===== src/rtl/shd_pkg.sv =====
// Shared types and constant helpers for the shading-window frame controller.
package shd_pkg;

  // Frame sequencing states.
  typedef enum logic [2:0] {
    ST_IDLE  = 3'd0,
    ST_CLR   = 3'd1,
    ST_RUN   = 3'd2,
    ST_FLUSH = 3'd3,
    ST_DONE  = 3'd4
  } shd_state_e;

  // Default geometry: 13x13 window over a 650x480 image.
  localparam int unsigned SHD_WH_DEF = 32'd13;
  localparam int unsigned SHD_M_DEF  = 32'd650;
  localparam int unsigned SHD_N_DEF  = 32'd480;

  // Aggregator pipeline latency in flush cycles for a WH x WH window on an M-wide image.
  function automatic int unsigned shd_lat(input int unsigned wh, input int unsigned m);
    return ((wh - 32'd1) * m + (wh - 32'd1)) / 32'd2 + 32'd4;
  endfunction

  // Width of the pixel counters: must hold the value M*N itself.
  function automatic int unsigned shd_cnt_w(input int unsigned m, input int unsigned n);
    return $clog2(m * n + 32'd1);
  endfunction

  // Width of the column coordinate.
  function automatic int unsigned shd_x_w(input int unsigned m);
    return (m > 32'd1) ? $clog2(m) : 32'd1;
  endfunction

  // Width of the row coordinate.
  function automatic int unsigned shd_y_w(input int unsigned n);
    return (n > 32'd1) ? $clog2(n) : 32'd1;
  endfunction

endpackage


===== src/rtl/shd_xy_counter.sv =====
// Raster-order x/y coordinate counter: x wraps at M-1, y saturates at N-1.
module shd_xy_counter
  import shd_pkg::*;
#(
  parameter int unsigned M   = SHD_M_DEF,
  parameter int unsigned N   = SHD_N_DEF,
  parameter int unsigned X_W = shd_x_w(M),
  parameter int unsigned Y_W = shd_y_w(N)
) (
  input  logic           i_clk,
  input  logic           i_rstn,
  input  logic           i_clr,
  input  logic           i_inc,
  output logic [X_W-1:0] o_x,
  output logic [Y_W-1:0] o_y
);

  localparam logic [X_W-1:0] X_LAST = X_W'(M - 32'd1);
  localparam logic [Y_W-1:0] Y_LAST = Y_W'(N - 32'd1);

  logic [X_W-1:0] x_q, x_d;
  logic [Y_W-1:0] y_q, y_d;

  // Next coordinate: clear wins over increment; row stops at the last line.
  always_comb begin
    x_d = x_q;
    y_d = y_q;
    if (i_clr) begin
      x_d = {X_W{1'b0}};
      y_d = {Y_W{1'b0}};
    end else if (i_inc) begin
      if (x_q == X_LAST) begin
        x_d = {X_W{1'b0}};
        if (y_q != Y_LAST) begin
          y_d = y_q + 1'b1;
        end else begin
          y_d = y_q;
        end
      end else begin
        x_d = x_q + 1'b1;
      end
    end else begin
      x_d = x_q;
      y_d = y_q;
    end
  end

  // Coordinate registers.
  always_ff @(posedge i_clk or negedge i_rstn) begin
    if (!i_rstn) begin
      x_q <= {X_W{1'b0}};
      y_q <= {Y_W{1'b0}};
    end else begin
      x_q <= x_d;
      y_q <= y_d;
    end
  end

  assign o_x = x_q;
  assign o_y = y_q;

endmodule


===== src/rtl/shd_frame_ctrl.sv =====
// Frame controller for the window aggregator: clears it, streams M*N pixels,
// flushes the pipeline with zeros and tags each window result with x/y.
module shd_frame_ctrl
  import shd_pkg::*;
#(
  parameter int unsigned WH = SHD_WH_DEF,
  parameter int unsigned M  = SHD_M_DEF,
  parameter int unsigned N  = SHD_N_DEF
) (
  input  logic                   i_clk,
  input  logic                   i_rstn,
  input  logic                   i_start,
  input  logic                   i_pix_val,
  output logic                   o_pix_rdy,
  output logic                   o_win_dval,
  output logic                   o_data_sel,
  output logic                   o_win_rstn,
  input  logic                   i_win_dval,
  output logic                   o_out_val,
  output logic [shd_x_w(M)-1:0]  o_out_x,
  output logic [shd_y_w(N)-1:0]  o_out_y,
  output logic                   o_busy,
  output logic                   o_done
);

  localparam int unsigned CNT_W = shd_cnt_w(M, N);
  localparam int unsigned X_W   = shd_x_w(M);
  localparam int unsigned Y_W   = shd_y_w(N);
  localparam int unsigned LAT   = shd_lat(WH, M);
  // Flush normally ends after LAT cycles; twice that means the aggregator is stuck.
  localparam int unsigned WD_LIM = 32'd2 * LAT;
  localparam int unsigned WD_W   = $clog2(WD_LIM + 32'd1);

  localparam logic [CNT_W-1:0] PIX_TOTAL = CNT_W'(M * N);
  localparam logic [CNT_W-1:0] PIX_LAST  = CNT_W'(M * N - 32'd1);
  localparam logic [WD_W-1:0]  WD_MAX    = WD_W'(WD_LIM);

  shd_state_e       state_q, state_d;
  logic             clr_cnt_q, clr_cnt_d;
  logic [CNT_W-1:0] in_cnt_q, in_cnt_d;
  logic [CNT_W-1:0] out_cnt_q, out_cnt_d;
  logic [WD_W-1:0]  wd_cnt_q, wd_cnt_d;
  logic             pix_rdy_q, pix_rdy_d;
  logic             data_sel_q, data_sel_d;
  logic             win_rstn_q, win_rstn_d;
  logic             busy_q, busy_d;
  logic             done_q, done_d;
  logic             pix_acc_s;
  logic             out_hit_s;
  logic             cnt_clr_s;

  // Next-state, counter and registered-output decode; outputs follow state_d so they line up with the state.
  always_comb begin
    pix_acc_s = i_pix_val & pix_rdy_q;
    out_hit_s = i_win_dval & busy_q & (out_cnt_q < PIX_TOTAL);
    state_d   = state_q;
    clr_cnt_d = clr_cnt_q;
    in_cnt_d  = in_cnt_q;
    wd_cnt_d  = wd_cnt_q;
    if (out_hit_s) begin
      out_cnt_d = out_cnt_q + 1'b1;
    end else begin
      out_cnt_d = out_cnt_q;
    end
    case (state_q)
      ST_IDLE, ST_DONE: begin
        if (i_start) begin
          state_d   = ST_CLR;
          clr_cnt_d = 1'b0;
        end else begin
          state_d = state_q;
        end
      end
      ST_CLR: begin
        if (clr_cnt_q) begin
          state_d = ST_RUN;
        end else begin
          clr_cnt_d = 1'b1;
        end
      end
      ST_RUN: begin
        if (pix_acc_s) begin
          in_cnt_d = in_cnt_q + 1'b1;
          if (in_cnt_q == PIX_LAST) begin
            state_d = ST_FLUSH;
          end else begin
            state_d = ST_RUN;
          end
        end else begin
          in_cnt_d = in_cnt_q;
        end
      end
      ST_FLUSH: begin
        wd_cnt_d = wd_cnt_q + 1'b1;
        if ((out_cnt_d == PIX_TOTAL) || (wd_cnt_q == WD_MAX)) begin
          state_d = ST_DONE;
        end else begin
          state_d = ST_FLUSH;
        end
      end
      default: state_d = ST_IDLE;
    endcase
    // Every frame starts and ends with zeroed counters.
    cnt_clr_s = (state_d == ST_CLR) || (state_d == ST_DONE);
    if (cnt_clr_s) begin
      in_cnt_d  = {CNT_W{1'b0}};
      out_cnt_d = {CNT_W{1'b0}};
      wd_cnt_d  = {WD_W{1'b0}};
    end else begin
      in_cnt_d  = in_cnt_d;
      out_cnt_d = out_cnt_d;
      wd_cnt_d  = wd_cnt_d;
    end
    pix_rdy_d  = (state_d == ST_RUN);
    data_sel_d = (state_d == ST_FLUSH);
    win_rstn_d = (state_d != ST_CLR);
    busy_d     = (state_d == ST_CLR) || (state_d == ST_RUN) || (state_d == ST_FLUSH);
    done_d     = (state_d == ST_DONE) && (state_q != ST_DONE);
  end

  // State, counters and registered outputs; reset holds the aggregator cleared.
  always_ff @(posedge i_clk or negedge i_rstn) begin
    if (!i_rstn) begin
      state_q    <= ST_IDLE;
      clr_cnt_q  <= 1'b0;
      in_cnt_q   <= {CNT_W{1'b0}};
      out_cnt_q  <= {CNT_W{1'b0}};
      wd_cnt_q   <= {WD_W{1'b0}};
      pix_rdy_q  <= 1'b0;
      data_sel_q <= 1'b0;
      win_rstn_q <= 1'b0;
      busy_q     <= 1'b0;
      done_q     <= 1'b0;
    end else begin
      state_q    <= state_d;
      clr_cnt_q  <= clr_cnt_d;
      in_cnt_q   <= in_cnt_d;
      out_cnt_q  <= out_cnt_d;
      wd_cnt_q   <= wd_cnt_d;
      pix_rdy_q  <= pix_rdy_d;
      data_sel_q <= data_sel_d;
      win_rstn_q <= win_rstn_d;
      busy_q     <= busy_d;
      done_q     <= done_d;
    end
  end

  shd_xy_counter #(
    .M   (M),
    .N   (N),
    .X_W (X_W),
    .Y_W (Y_W)
  ) u_out_xy (
    .i_clk  (i_clk),
    .i_rstn (i_rstn),
    .i_clr  (cnt_clr_s),
    .i_inc  (out_hit_s),
    .o_x    (o_out_x),
    .o_y    (o_out_y)
  );

  // Valid to the aggregator: accepted pixels in RUN, a zero every cycle in FLUSH.
  assign o_win_dval = pix_acc_s | data_sel_q;
  assign o_out_val  = out_hit_s;
  assign o_pix_rdy  = pix_rdy_q;
  assign o_data_sel = data_sel_q;
  assign o_win_rstn = win_rstn_q;
  assign o_busy     = busy_q;
  assign o_done     = done_q;

endmodule

===== config.mk =====
export PLATFORM = sky130hd
export DESIGN_NAME = shd_frame_ctrl
export DESIGN_NICKNAME = d
export VERILOG_FILES = /design/src/rtl/shd_pkg.sv /design/src/rtl/shd_xy_counter.sv /design/src/rtl/shd_frame_ctrl.sv
export SDC_FILE = /design/constraint.sdc
export NUM_CORES = 1
export LEC_CHECK = 0
export ABC_AREA = 1
export CORE_MARGIN = 1
export CORE_UTILIZATION = 40
export DETAILED_ROUTE_END_ITERATION = 8
export GPL_TIMING_DRIVEN = 0
export PLACE_DENSITY_LB_ADDON = 0.1
export SETUP_SLACK_MARGIN = 0.2
export SYNTH_ARGS = -nofsm -noshare
export SYNTH_HDL_FRONTEND = slang
export SYNTH_HIERARCHICAL = 1
export SYNTH_SLANG_ARGS = --single-unit

===== constraint.sdc =====
create_clock -name i_clk -period 3 [get_ports i_clk]
set_input_delay 0.3 -clock i_clk [delete_from_list [all_inputs] [get_ports i_clk]]
set_output_delay 0.3 -clock i_clk [all_outputs]
set_load 0.05 [all_outputs]

# --- Word level (Yosys, flattened, before mapping) ---
# Index checks and enable logic that the tools add are counted.
totals:
  reg_bits: 79
  inputBits: 5
  out_inout_bits: 26
  elab_cells: 77
classes:
  addsub: 5
  order_cmp: 1
  n_eq_ne: 16
  muxes: 22
  bitwise: 4
  reduce_logical: 17
op_table:
  columns: ["operator", "count"]
  rows:
  - ["19-bit two-way mux", 5]
  - ["19-bit by 1-bit adder with 19-bit output (second input constant)", 2]
  - ["19-bit equality test (second input constant)", 2]
  - ["9-bit two-way mux", 4]
  - ["10-bit two-way mux", 3]
  - ["13-bit two-way mux", 2]
  - ["19-bit < comparator (second input constant)", 1]
  - ["2-bit nonzero test", 7]
  - ["13-bit by 1-bit adder with 13-bit output (second input constant)", 1]
  - ["13-bit equality test (second input constant)", 1]
  - ["3-bit by 2-bit equality test with 1-bit output (second input constant)", 4]
  - ["3-bit two-way mux", 4]
  - ["3-bit one-hot mux with 4 select lines", 1]
  - ["10-bit by 1-bit adder with 10-bit output (second input constant)", 1]
  - ["10-bit equality test (second input constant)", 1]
  - ["9-bit by 1-bit adder with 9-bit output (second input constant)", 1]
  - ["9-bit != test (second input constant)", 1]
  - ["3-bit by 1-bit equality test with 1-bit output (second input constant)", 2]
  - ["3-bit equality test (second input constant)", 2]
  - ["1-bit logical OR", 4]
  - ["2-bit AND reduction", 2]
  - ["1-bit bitwise AND", 3]
  - ["3-bit logical NOT", 1]
  - ["3-bit by 1-bit != test with 1-bit output (second input constant)", 1]
  - ["other kinds (8)", 9]

# --- Longest topological paths before layout ---
logic_depth:
  ltp_word: 11
  depth_mapped: 24
  ltp_nobuf: 23

# --- Hierarchy ---
# Netlist, hierarchy kept.
by_module_without_submodules:
  columns: ["module", "n_inst", "cells_each", "area_each_um2", "seq_area_each_um2"]
  rows:
  - ["shd_frame_ctrl", 1, 508, 3621.0, 1501.4]
  - ["shd_xy_counter", 1, 168, 1218.7, 475.5]

# --- Worst setup path before layout ---
# OpenSTA, ideal clock, no wires.
synth_timing:
  kind: "reg-to-reg"
  startpoint: "register busy_q, in the netlist o_busy"
  endpoint: "register u_out_xy.y_q[5], in the netlist u_out_xy/o_y[5]"
  setup_time_ns: 0.066
  arrival_time_ns: 3.217
  t_required_ns: 2.934
  path_slack_ns: -0.284
  path_stages_with_launch: 19
  path_buffers: 4
  synth_period_minus_slack_ns: 3.284
  path_cell_list: "dfrtp_1 -> nand2_1 -> inv_1 -> clkbuf_1 -> nand3_2 -> inv_1 -> o21ai_0 -> nor2_1 -> nand3_1 -> nand2_1 -> nand2_1 -> nand3_4 -> buf_6 -> buf_4 -> clkinv_2 -> a21oi_4 -> buf_6 -> nand3_1 -> nand2_1"
synth_via:
  elab_chain_cells: 11
  elab_cells_between_ends: 15
  classes_between: "eq/ne: 3; mux: 4; bitwise: 2; reduce/logical: 6"
synth_rtl:
  columns: ["item", "line_no", "text"]
  rows:
  - ["from (decl)", "shd_frame_ctrl.sv:46", "logic busy_q, busy_d;"]
  - ["from (signal assigned)", "shd_frame_ctrl.sv:143", "busy_q <= busy_d;"]
  - ["1-bit bitwise AND * (2 in a row)", "shd_frame_ctrl.sv:55", "out_hit_s = i_win_dval & busy_q & (out_cnt_q < PIX_TOTAL);"]
  - ["via o_out_val", "shd_frame_ctrl.sv:19", "output logic o_out_val,"]
  - ["19-bit two-way mux *", "shd_frame_ctrl.sv:60", "if (out_hit_s) begin"]
  - ["19-bit equality test *", "shd_frame_ctrl.sv:95", "if ((out_cnt_d == PIX_TOTAL) || (wd_cnt_q == WD_MAX)) begin"]
  - ["1-bit logical OR *", "shd_frame_ctrl.sv:95", null]
  - ["3-bit two-way mux *", "shd_frame_ctrl.sv:95", null]
  - ["3-bit one-hot mux with 4 select lines *", "shd_frame_ctrl.sv:65", "case (state_q)"]
  - ["3-bit by 1-bit equality test with 1-bit output / 3-bit equality test (equally long branches)", "shd_frame_ctrl.sv:104", "cnt_clr_s = (state_d == ST_CLR) || (state_d == ST_DONE);"]
  - ["1-bit logical OR *", "shd_frame_ctrl.sv:104", null]
  - ["via cnt_clr_s", "shd_frame_ctrl.sv:50", "logic cnt_clr_s;"]
  - ["2-bit nonzero test (no source line)", null, null]
  - ["3-bit AND reduction (no source line)", null, null]
  - ["to (signal assigned)", "shd_xy_counter.sv:52", "y_q <= {Y_W{1'b0}};"]
  - ["to (signal assigned)", "shd_xy_counter.sv:55", "y_q <= y_d;"]
  - ["to (decl)", "shd_xy_counter.sv:22", "logic [Y_W-1:0] y_q, y_d;"]
# Mark *: on every way through the listed nets, which the timed path passes. The rest lies on a longest branch.
# A chain may end at the register's enable or synchronous reset.

# --- Worst setup path after layout ---
layout_timing:
  startpoint: "register out_cnt_q[6]"
  endpoint: "register u_out_xy.x_q[9], in the netlist u_out_xy/o_x[9]"
layout_via:
  elab_chain_cells: 10
  elab_cells_between_ends: 13
  classes_between: "add/sub: 1; order compare: 1; eq/ne: 3; mux: 4; bitwise: 1; reduce/logical: 3"
layout_rtl:
  columns: ["item", "line_no", "text"]
  rows:
  - ["from (decl)", "shd_frame_ctrl.sv:41", "logic [CNT_W-1:0] out_cnt_q, out_cnt_d;"]
  - ["from (signal assigned)", "shd_frame_ctrl.sv:127", "out_cnt_q <= {CNT_W{1'b0}};"]
  - ["from (signal assigned)", "shd_frame_ctrl.sv:138", "out_cnt_q <= out_cnt_d;"]
  - ["19-bit < comparator", "shd_frame_ctrl.sv:55", null]
  - ["1-bit bitwise AND", "shd_frame_ctrl.sv:55", null]
  - ["19-bit two-way mux *", "shd_frame_ctrl.sv:60", null]
  - ["19-bit equality test *", "shd_frame_ctrl.sv:95", null]
  - ["1-bit logical OR *", "shd_frame_ctrl.sv:95", null]
  - ["3-bit two-way mux *", "shd_frame_ctrl.sv:95", null]
  - ["3-bit one-hot mux with 4 select lines *", "shd_frame_ctrl.sv:65", null]
  - ["3-bit by 1-bit equality test with 1-bit output / 3-bit equality test (equally long branches)", "shd_frame_ctrl.sv:104", null]
  - ["1-bit logical OR *", "shd_frame_ctrl.sv:104", null]
  - ["via cnt_clr_s", "shd_frame_ctrl.sv:50", null]
  - ["10-bit two-way mux / 2-bit nonzero test (equally long branches)", null, null]
  - ["to (signal assigned)", "shd_xy_counter.sv:51", "x_q <= {X_W{1'b0}};"]
  - ["to (decl)", "shd_xy_counter.sv:21", "logic [X_W-1:0] x_q, x_d;"]
# Marked as above.

==> summary.txt <==
Run status
  • Status: finished, violations left
  • Failing checks: design-rule violations

Global route
  • Vias in the first global route: 4,267
  • Global-route wire length before repair: 19,800 microns
  • Largest net degree at the start of global routing: 55
  • GR Overflow Total: 0
  • Initial antenna violation count: 0
  • Total GRT Usage: 0.198

Synthesis
  • Avg Inst Size Synth: 7.16 sq um
  • Post-synthesis sequential element count: 79
  • Syn Inst Count: 676
  • Cell variety after synth: 37
  • Ys Warns: 6
  • Seq/Total Area, Yosys: 0.408
  • Synth Net Count: 688
  • Mapped Area: 4840 sq um

Critical path
  • CP arrival: 3.12 ns
  • Max incr delay on CP: 0.43 ns
  • Highest-delay cell along the critical path: dfrtp_1
  • Reg-to-reg startpoint: out_cnt_q[6]$_DFF_PN0_
  • Setup crit start: out_cnt_q[6]$_DFF_PN0_
  • CP top delay family: simple AND/OR/NAND/NOR gates
  • Worst Setup Start Kind: flip-flop
  • Critical path type: reg2reg
  • Crit path required time: 3.23 ns
  • Crit path buffers/inverters: 4
  • Most used cell along the critical path: nand2_1
  • Critical-path cell list: nand2_2, inv_1, a21oi_2, nor2_2, nor2_4, buf_6, nand3_1, nand2_1, nor2_1, nand2_1, nor2_1, nand3_1, nand2_1, nand2_2, nand3_4, buf_12, nor2_4, inv_4, nand2_2, nand3b_1, nand2_1, nand2_1, nor2_1
  • Worst-path maximum fanout: 6
  • Critical Path Sink Type: flip-flop

Drt
  • Post-route ant nets: 0
  • Met2 WL: 5820 microns
  • Top layer in use: met4
  • Metal-1 WL: 5390 microns
  • Drt pass-1 iters: 6
  • DR vias/cell: 5.00
  • Total Wirelength: 11,800 microns
  • Via count: 4,498
  • Drt wl/cell: 13.1 microns
  • Initial drt markers: 244
  • Met3 Routed Length: 390 microns
  • DRC: 3

Final layout
  • Share of cells above drive strength 1: 0.181
  • FILL cells: 1,124
  • Antenna diode count: 0
  • P&R area growth vs syn: 27.7%
  • NumNets Final: 764

Floorplan
  • Rows: 39
  • Boundary Pins: 31
  • Die width: 112 microns
  • Core Box Area: 11,600 sq um
  • Initial Util: 0.417
  • Die H: 112 microns
  • Die ar.: 12,500 sq um

STA
  • Max-slew violation count: 0
  • Setup_tns: 0 ns
  • Actual slew at the worst max-slew pin: 0.501 ns
  • Final setup vio count: 0
  • RSZ-0062 raised after global routing: true
  • Fin worst setup slack: 0.111 ns
  • Minimum clock period: 2.89 ns
  • Hold Violations, Final: 0
  • Clock Skews: 0.00595 ns
  • Worst relative slew slack: 0.666
  • Final period util: 0.963
  • Max Freq: 0.346 GHz

Clocking
  • H-tree depth: 3
  • CTS tree: yes
  • Max Root-Sink Buffers: 2
  • Clock insertion delay at the later pin of the skew report: 0.34 ns
  • CTS root buf: clkbuf_16
  • Worst-path clk slew: 0.06 ns
  • TritonCTS Buffers: 9
  • CTS Sinks: 79

Power
  • Power Density: 473 nW/um^2
  • Leakage: 2.83 nW
  • Worst vdd ir: 0.429 mV

Min path
  • Worst Hold Class: in2async

Placement
  • GP Congestion: 0.903
  • PortBufs: 30
  • DP Worst Slack: -0.549 ns
  • Hpwl dp: 7920 microns

Flow run
  • Number of max-cap violations: 0
-- synth_stat cells (all sizes together) --
master | count | area (sq um)
xnor2 | 4 | 35.0
a41oi | 1 | 8.76
nand3b | 3 | 22.5
o21ai | 10 | 50.0
or2 | 2 | 12.5
nand4 | 15 | 109
nor3 | 23 | 120
o22ai | 2 | 12.5
inv | 92 | 345
o21bai | 1 | 7.51
nand3 | 65 | 355
buf | 10 | 98.8
nor2 | 136 | 543
xor2 | 29 | 254
mux2i | 1 | 10.0
nor4 | 4 | 25.0
a21oi | 7 | 46.3
nor3b | 3 | 22.5
and3 | 1 | 6.26
clkinv | 1 | 5.00
dfrtp | 79 | 1980
nand2 | 178 | 676
a31oi | 1 | 6.26
clkbuf | 1 | 3.75
ha | 7 | 87.6
-- metrics by stage --
step	std cells	instance area [sq um]	hold slack [ns]	power, mW	utilization
floorplan	676	4900	0.00441	1.65	-
CTS	887	5970	0.425	2.93	0.514
global placement	849	5380	0.483	1.83	0.463
detailed placement	850	5410	0.252	1.84	0.466
finish	899	6180	0.420	2.92	0.532
global route	899	6180	0.448	3.08	0.532
-- final timing paths --
kind | to | depth (start not counted) | slack, ns
worst max-delay path | u_out_xy/o_x[9]$_DFFE_PN0P_ | 23 | 0.11
worst min-delay path | out_cnt_q[4]$_DFF_PN0_ | 2 | 0.42
worst max register to register | u_out_xy/o_x[9]$_DFFE_PN0P_ | 23 | 0.11
worst min register to register | clr_cnt_q$_DFFE_PN0P_ | 2 | 0.50
max in group asynchronous | out_cnt_q[13]$_DFF_PN0_ | 3 | 1.96
min in group i_clk | clr_cnt_q$_DFFE_PN0P_ | 2 | 0.50
-- placed cells by master, fill, tap and decap left out, types with 2 or more instances in the layout --
cell type | Yosys | layout
nand3_4 | 2 | 4
o22ai_2 | 0 | 2
nand3_1 | 62 | 55
nor3_2 | 1 | 4
nand3_2 | 1 | 6
nand2_4 | 0 | 2
xnor2_1 | 4 | 4
dfrtp_1 | 79 | 73
a21oi_1 | 6 | 5
clkbuf_8 | 0 | 2
nand4_1 | 14 | 14
nor2_1 | 131 | 117
inv_2 | 3 | 5
o21ai_2 | 0 | 2
clkbuf_1 | 1 | 2
nand2_2 | 3 | 16
o21ai_0 | 9 | 8
inv_1 | 89 | 85
buf_6 | 7 | 11
nor2_2 | 1 | 9
buf_8 | 0 | 2
ha_1 | 7 | 6
nor3_1 | 22 | 19
nand3b_1 | 3 | 3
buf_4 | 2 | 29
clkbuf_16 | 0 | 9
xor2_1 | 29 | 29
nor2_4 | 4 | 10
nand2_1 | 175 | 160
clkinvlp_4 | 0 | 3
clkdlybuf4s50_1 | 0 | 28
dfrtp_2 | 0 | 6
or2_2 | 2 | 2
nor4_1 | 4 | 4
-- sequential cells by signal, summed over array words and instances, names as in the netlist --
register and flops:
o_busy 1, out_cnt_q 19, o_data_sel 1, o_pix_rdy 1
in_cnt_q 19, o_done 1, wd_cnt_q 13, state_q 3
u_out_xy/o_y 9, clr_cnt_q 1, o_win_rstn 1, u_out_xy/o_x 10
-- logic make-up after synthesis --
kind of cell | Yosys count | synth area share
buffers and inverters | 104 | 0.0936
and+or+nand+nor | 430 | 0.391
DFF | 79 | 0.408
xor gates and xnor gates | 33 | 0.0597
adders and majority gates | 7 | 0.0181
AOI/OAI and AO/OA | 22 | 0.0271
muxes | 1 | 0.00207
-- layout make-up --
class,instances,area (sq um),area share
Multi-Input combinational cell,494,2660,0.430
Sequential cell,79,1980,0.321
Clock buffer,12,246,0.0399
Timing Repair Buffer,64,593,0.0959
Tap cell,143,179,0.0289
Clock inverter,3,20.0,0.00324
Buffer,11,143,0.0231
Inverter,93,360,0.0583
-- routing by layer --
| layer | vias to the layer above | global-route usage |
|---|---|---|
| met3 | 11 | 0.0479 |
| met4 | 0 | 0.0649 |
| met5 | - | 0 |
| met2 | 71 | 0.335 |
| met1 | 2143 | 0.249 |
| li1 | 2273 | - |
-- power by group --
group          switching (mW)  leakage, nW  internal (mW)
combinational           0.408         1.69          0.248
sequential              0.114         1.01           1.14
clock                   0.431        0.125          0.577
total                   0.954         2.83           1.97
-- repair_timing --
item | CTS | global route
setup endpoints to repair | 70 | 37
hold endpoints to repair | 25 | 0
hold buffers | 1 | 0
gates resized for setup | 36 | 37
setup buffers | 18 | 12
gates cloned | 3 | 0
pin swaps | 13 | 25
(Power assumes the default switching activity.)
